==> src/rtl/i2d_core_pkg.sv <==
// i2d_core_pkg: shared widths, reset PC and fetch queue entry type for the i2d core.
package i2d_core_pkg;
    localparam int INSTR_W = 32;
    localparam int ADDR_W = 32;
    localparam logic [ADDR_W-1:0] DEFAULT_RESET_PC = '0;
    typedef struct packed {
        logic [ADDR_W-1:0] pc;
        logic [INSTR_W-1:0] instr;
    } fetch_entry_t;
endpackage

==> src/rtl/wishbone.sv <==
// wishbone: pipelined Wishbone read bundle with master/slave views.
interface wishbone #(
    parameter int AW = 32,
    parameter int DW = 32
);
    logic cyc, stb, we, stall, ack;
    logic [AW-1:0] adr;
    logic [DW-1:0] dat_r;
    modport pl_master(output cyc, stb, we, adr, input stall, ack, dat_r);
    modport pl_slave(input cyc, stb, we, adr, output stall, ack, dat_r);
endinterface

==> src/rtl/core_if_fifo.sv <==
// core_if_fifo: synchronous instruction queue with a registered head that holds its last value when empty.
module core_if_fifo
    import i2d_core_pkg::*;
#(
    parameter int DEPTH = 4,
    parameter type T = fetch_entry_t
) (
    input  logic                   clk,
    input  logic                   rst,
    input  logic                   push,
    input  logic                   pop,
    input  logic                   flush,
    input  T                       din,
    output T                       head,
    output logic                   full,
    output logic                   empty,
    output logic [$clog2(DEPTH):0] count
);
    localparam int PW = $clog2(DEPTH);
    T mem [DEPTH];
    logic [PW-1:0] rptr, wptr;
    logic do_push, do_pop;
    assign full = count == (PW+1)'(DEPTH);
    assign empty = count == '0;
    assign do_pop = pop & !empty;
    assign do_push = push & (!full | do_pop);
    always_ff @(posedge clk) begin
        if (rst) begin
            rptr <= '0;
            wptr <= '0;
            count <= '0;
            head <= '0;
            for (int i = 0; i < DEPTH; i++) mem[i] <= '0;
        end else if (flush) begin
            rptr <= '0;
            wptr <= '0;
            count <= '0;
        end else begin
            if (do_push) begin
                mem[wptr] <= din;
                wptr <= wptr + 1'b1;
            end
            if (do_pop) rptr <= rptr + 1'b1;
            count <= count + (PW+1)'(do_push) - (PW+1)'(do_pop);
            // head tracks mem[rptr]; an incoming word bypasses when it becomes the new head
            if (do_pop && count > (PW+1)'(1)) head <= mem[rptr + 1'b1];
            else if (do_push && (empty || do_pop)) head <= din;
        end
    end
endmodule

==> src/rtl/core_if_pf.sv <==
// core_if_pf: prefetching instruction fetch unit, pipelined Wishbone master feeding a valid/ready decode queue.
module core_if_pf
    import i2d_core_pkg::*;
#(
    parameter int AW = 32,
    parameter int DW = 32,
    parameter int DEPTH = 4,
    parameter logic [AW-1:0] RESET_PC = AW'(DEFAULT_RESET_PC)
) (
    input  logic          clk,
    input  logic          rst,
    output logic          wb_cyc_o,
    output logic          wb_stb_o,
    output logic          wb_we_o,
    output logic [AW-1:0] wb_adr_o,
    input  logic          wb_stall_i,
    input  logic          wb_ack_i,
    input  logic [DW-1:0] wb_dat_i,
    input  logic          if_halt,
    input  logic          set_pc,
    input  logic [AW-1:0] new_pc,
    output logic          if_valid,
    input  logic          if_ready,
    output logic [AW-1:0] if_pc,
    output logic [DW-1:0] if_instr
);
    localparam int CW = $clog2(DEPTH) + 1;
    typedef struct packed {
        logic [AW-1:0] pc;
        logic [DW-1:0] instr;
    } entry_t;
    logic [AW-1:0] fetch_pc, resp_pc;
    logic [CW-1:0] count, outstanding, discard;
    logic accept, ack_ok, push, pop, full, empty;
    entry_t head;
    wishbone #(.AW(AW), .DW(DW)) wb ();
    assign wb.stall = wb_stall_i;
    assign wb.ack = wb_ack_i;
    assign wb.dat_r = wb_dat_i;
    assign wb_cyc_o = wb.cyc;
    assign wb_stb_o = wb.stb;
    assign wb_we_o = wb.we;
    assign wb_adr_o = wb.adr;
    // queued plus in-flight words never exceed the queue size, so acks always have room
    assign wb.stb = !rst && !if_halt && !set_pc && ({1'b0, count} + {1'b0, outstanding} < (CW+1)'(DEPTH));
    assign wb.cyc = wb.stb | (outstanding != '0);
    assign wb.we = 1'b0;
    assign wb.adr = fetch_pc;
    assign accept = wb.stb & !wb.stall;
    assign ack_ok = wb.ack & (outstanding != '0);
    assign push = ack_ok & (discard == '0) & !set_pc & !full;
    assign pop = if_valid & if_ready & !set_pc;
    assign if_valid = !empty;
    assign if_pc = head.pc;
    assign if_instr = head.instr;
    always_ff @(posedge clk) begin
        if (rst) begin
            fetch_pc <= RESET_PC;
            resp_pc <= RESET_PC;
            outstanding <= '0;
            discard <= '0;
        end else if (set_pc) begin
            fetch_pc <= new_pc & ~AW'(3);
            resp_pc <= new_pc & ~AW'(3);
            outstanding <= outstanding - CW'(ack_ok);
            discard <= outstanding - CW'(ack_ok);
        end else begin
            if (accept) fetch_pc <= fetch_pc + AW'(4);
            outstanding <= outstanding + CW'(accept) - CW'(ack_ok);
            if (ack_ok && discard != '0) discard <= discard - CW'(1);
            if (push) resp_pc <= resp_pc + AW'(4);
        end
    end
    core_if_fifo #(.DEPTH(DEPTH), .T(entry_t)) u_fifo (
        .clk(clk),
        .rst(rst),
        .push(push),
        .pop(pop),
        .flush(set_pc),
        .din('{pc: resp_pc, instr: wb_dat_i}),
        .head(head),
        .full(full),
        .empty(empty),
        .count(count)
    );
endmodule

==> config.mk <==
export PLATFORM = sky130hd
export DESIGN_NAME = core_if_pf
export DESIGN_NICKNAME = d
export VERILOG_FILES = /design/src/rtl/i2d_core_pkg.sv /design/src/rtl/wishbone.sv /design/src/rtl/core_if_fifo.sv /design/src/rtl/core_if_pf.sv
export SDC_FILE = /design/constraint.sdc
export NUM_CORES = 1
export LEC_CHECK = 0
export ABC_CLOCK_PERIOD_IN_PS = 12500
export BUFFER_PORTS_ARGS = -buffer_cell sky130_fd_sc_hd__buf_2
export CAP_MARGIN = 10
export CORE_UTILIZATION = 49
export CTS_CLUSTER_SIZE = 25
export DETAILED_ROUTE_END_ITERATION = 7
export PLACE_DENSITY = 0.68
export SYNTH_ARGS = -nofsm -noshare
export SYNTH_HDL_FRONTEND = slang
export SYNTH_SLANG_ARGS = --single-unit
==> constraint.sdc <==
create_clock -name clk -period 12.5 [get_ports clk]
set_clock_uncertainty 0.2 [all_clocks]
set_input_delay 1.25 -clock clk [delete_from_list [all_inputs] [get_ports clk]]
set_output_delay 1.25 -clock clk [all_outputs]
set_load 0.05 [all_outputs]
==> results by group <==
CTS
  • Clock buffer count from CTS: 42
  • Clock latency on the worst-skew pair: 540 ps
  • Clk pin slew, worst setup/hold paths: about 60 ps
  • Number of levels the H-tree was split into: 2
  • Total number of clock tree sinks: 383
  • CTS tree: built
  • Number of buffers added to fix hold violations after cts: 0
  • Cells resized by post-CTS repair: 0
  • Maximum buffer depth of the clock tree: 3
  • CTS root buffer: sky130_fd_sc_hd__clkbuf_16
  • Setup repair bufs after CTS: 0

GRT
  • Via count of the first global-routing pass: 11900
  • Grt ovf: 0
  • GRT Overall Usage: 0.226
  • First-pass GRT wire length: approximately 67000 µm
  • Maximum number of pins on one net before global-route repair: 69
  • Antenna violations before repair: 0

Synthesis
  • Netlist area before placement: 0.0179 mm²
  • Mapped Cells: roughly 1500
  • Cell type with the highest aggregate area in the netlist: sky130_fd_sc_hd__edfxtp_1
  • Primary flip-flop cell chosen by synthesis mapping: sky130_fd_sc_hd__edfxtp_1
  • Sequential share of the synthesized area: 0.566
  • Synthesis-stage register bit count: 383
  • Number of enable-type register cells in the synthesized netlist: roughly 250
  • Share of Yosys cell area claimed by the top area cell type: 0.415
  • Number of warning messages in the yosys log: 0
  • Leading cell type by number of instances after synthesis: sky130_fd_sc_hd__and2_1
  • Mean cell area of the mapped netlist: 12.0 µm²
  • Synth top area cells: sky130_fd_sc_hd__edfxtp_1 42%, sky130_fd_sc_hd__dfxtp_1 15%, sky130_fd_sc_hd__and2_1 8.9%
  • List of most frequent post-synthesis cells: 256 x sky130_fd_sc_hd__and2_1, 248 x sky130_fd_sc_hd__edfxtp_1, 175 x sky130_fd_sc_hd__nand2_1
  • Share of async-settable or async-resettable flops after synthesis: 0
  • Number of library cell types mapped by synthesis: 71

Floorplanning
  • Standard-cell rows: 69
  • I/O Pins: 171
  • Starting density of the core: 0.501
  • Die H: 193 µm
  • Area of the placeable core: 0.0358 mm²
  • Die area: about 0.037 mm²
  • Chip width: between 150 and 200 µm

Timing
  • Sum of negative setup slack: 0 ps
  • Top achievable clock speed: roughly 220 MHz
  • Final number of max-transition violations: 0
  • Final setup vio count: 0
  • Final worst path period need: around 4500 ps
  • Worst rel slew slack: 0.275
  • RSZ-0062 raised after global routing: false
  • Worst Tran Pin Value: 1090 ps
  • Final Cycle Share: 0.362
  • Final hold vios: 0

Detailed routing
  • Routed WL: 42000 µm
  • Number of remaining DRC errors: 10
  • Wire length per cell after detailed routing: ~20 µm
  • Total number of vias: 11900
  • Routed Antenna Nets: 0
  • 1st-iter DRT viols: 870
  • Detailed Routing Iterations Pass 1: 8
  • Via count normalized by instance count: 5.70

Worst setup path
  • Number of stages on the worst setup path: 8
  • Cell Chain, Critical Path: buf_2, buf_4, a2111o_2, inv_4, nand2b_4, nor3_4, buf_4, or2_4
  • Arrival time worst endpoint: around 4500 ps
  • Worst R2R End: u_fifo.mem[0][46]
  • Required time reported for the critical path endpoint: 12450 ps
  • Sort of element at the start of the critical path: input pin
  • Class of the most critical setup path: in2reg
  • Cell at the slowest stage of the critical path: sky130_fd_sc_hd__or2_4
  • Critical Path Fanout Max: 62
  • R2R setup slack: 8440 ps
  • Capturing element of the worst setup path: u_fifo.mem[0][46]
  • CP top delay family: buffers and inverters
  • Max incr delay on CP: a little over 900 ps
  • Path depth of the worst reg2reg path: 9
  • Setup crit end kind: flip-flop
  • Worst reg2reg startpoint: discard[0]
  • Most frequent cell on the critical path: sky130_fd_sc_hd__buf_4
  • Buffer and inverter count on the worst path: 4
  • Startpoint of the worst setup timing path: set_pc

Layout
  • Design Area, Final: 0.0203 mm²
  • Register cell area after layout: 0.0102 mm²
  • Fill cell count: 3019
  • Synth-to-layout area growth: 12.9%
  • Post-layout instance count excluding filler cells: 2093
  • Antenna diode instance count: 0
  • Area of combinational cells with multiple inputs: approximately 0.0071 mm²
  • Layout cells sized above 1: 0.227
  • Final net count: 1684

Run status
  • Failing checks: design-rule violations
  • Status: finished with violations

Power and ir drop
  • Cell leakage power: 0.00740 µW
  • Total power density per cell area: 155 mW/mm²
  • Max IR drop VDD: 0.107 mV

Place
  • Routability congestion estimate: 0.844
  • DPL Wire Length: between 20000 and 25000 µm
  • Number of buffer cells added on primary ports: 163
  • Post-place instance area: between 0.015 and 0.02 mm²
  • Post-placement cell count: 2015

Hold path
  • Min-Delay Path Class: reg2reg

Job
  • Max-cap violations: 0
[power breakdown]
part           switching [µW]  leakage (µW)  internal [µW]  total [µW]
logic                     300       0.00308            129         429
registers                59.4       0.00367           1440        1500
clock network             503      0.000650            706        1210
[layout make-up]
| class | instances | share of cell area |
|---|---|---|
| clock buffers | 57 | 0.0562 |
| clock inverters | 21 | 0.0103 |
| inverters | 28 | 0.00531 |
| multi-input cells | 966 | 0.353 |
| flip-flops and latches | 383 | 0.501 |
| well taps | 461 | 0.0285 |
| repair buffers | 177 | 0.0456 |
[how the worst min path moves through the flow]
stage | start | to | slack (ps) | cells after the start
2_1_floorplan | resp_pc[13] | u_fifo.head[45] | 310 | 2
3_3_place_gp | u_fifo.head[24] | u_fifo.head[24] | 280 | 2
3_5_place_dp | u_fifo.head[23] | u_fifo.head[23] | 290 | 2
4_1_cts | u_fifo.head[23] | u_fifo.head[23] | 300 | 2
5_1_grt | u_fifo.head[23] | u_fifo.head[23] | 310 | 2
6_report | u_fifo.head[23] | u_fifo.head[23] | 290 | 2
[routing by layer]
metal / vias up / part of all wire / GRT usage
met5: - / 0 / 0
li1: 5624 / - / -
met2: 354 / 0.49 / 0.383
met3: 43 / 0.057 / 0.0314
met1: 5903 / 0.44 / 0.312
met4: 0 / 0.014 / 0.0465
[layout by cell type (no fill, tap or decap), types with 6 or more instances in the layout]
cell,netlist,layout
sky130_fd_sc_hd__o211ai_1,8,8
sky130_fd_sc_hd__buf_2,11,162
sky130_fd_sc_hd__and3_1,12,12
sky130_fd_sc_hd__mux4_2,62,62
sky130_fd_sc_hd__a21oi_1,28,28
sky130_fd_sc_hd__nand3_1,21,21
sky130_fd_sc_hd__nor3_1,14,13
sky130_fd_sc_hd__buf_4,13,15
sky130_fd_sc_hd__clkinv_2,0,6
sky130_fd_sc_hd__clkbuf_1,76,13
sky130_fd_sc_hd__a211oi_1,16,16
sky130_fd_sc_hd__o21ai_0,15,15
sky130_fd_sc_hd__nor4_1,6,6
sky130_fd_sc_hd__a21boi_0,9,9
sky130_fd_sc_hd__nand4_1,21,21
sky130_fd_sc_hd__nor2_1,105,104
sky130_fd_sc_hd__a311oi_2,38,38
sky130_fd_sc_hd__xor2_1,16,16
sky130_fd_sc_hd__edfxtp_1,248,248
sky130_fd_sc_hd__dfxtp_1,135,133
sky130_fd_sc_hd__or3_1,13,12
sky130_fd_sc_hd__nand2_1,175,175
sky130_fd_sc_hd__ha_1,13,13
sky130_fd_sc_hd__a31oi_1,22,22
sky130_fd_sc_hd__clkinv_1,1,7
sky130_fd_sc_hd__xnor2_1,17,17
sky130_fd_sc_hd__and2_1,256,256
sky130_fd_sc_hd__a311oi_1,25,25
sky130_fd_sc_hd__inv_1,25,25
sky130_fd_sc_hd__clkbuf_16,0,43
sky130_fd_sc_hd__and4_1,8,8
[tightest hold or removal path, cell delays in order, from the launching register on]
cell                       delay (ps)
sky130_fd_sc_hd__dfxtp_1          300
sky130_fd_sc_hd__nor2_1            90
sky130_fd_sc_hd__a311oi_1          50
[cell families (layout without fill, tap and decap cells)]
group | count (synthesis) | after routing | synth area share
mux | 68 | 68 | 0.0815
simple gates | 659 | 659 | 0.196
buf+inv | 150 | 283 | 0.0392
xor+xnor | 33 | 33 | 0.0161
fa+ha+maj | 15 | 15 | 0.0113
other cells | 1 | 5 | 0.000209
flops | 383 | 383 | 0.566
compound gates | 186 | 186 | 0.0896
[sequential cells by signal (all words and copies together), names as in the netlist]
register	flops
discard	3
outstanding	3
resp_pc	30
u_fifo.count	3
u_fifo.head	62
u_fifo.mem	248
u_fifo.rptr	2
u_fifo.wptr	2
wb_adr_o	30
[through the flow]
stage | hold slack, ps | power, µW | setup WS (ps) | utilization
after CTS | 296 | 3160 | 8000 | 0.565
after detailed placement | 288 | 1950 | 7440 | 0.528
after floorplan | 310 | 1840 | 6670 | -
after global placement | 282 | 1940 | 7440 | 0.528
after global routing | 313 | 3250 | 7870 | 0.565
final | 291 | 3140 | 7980 | 0.565
Note: power is estimated with default switching activity, not from simulation.
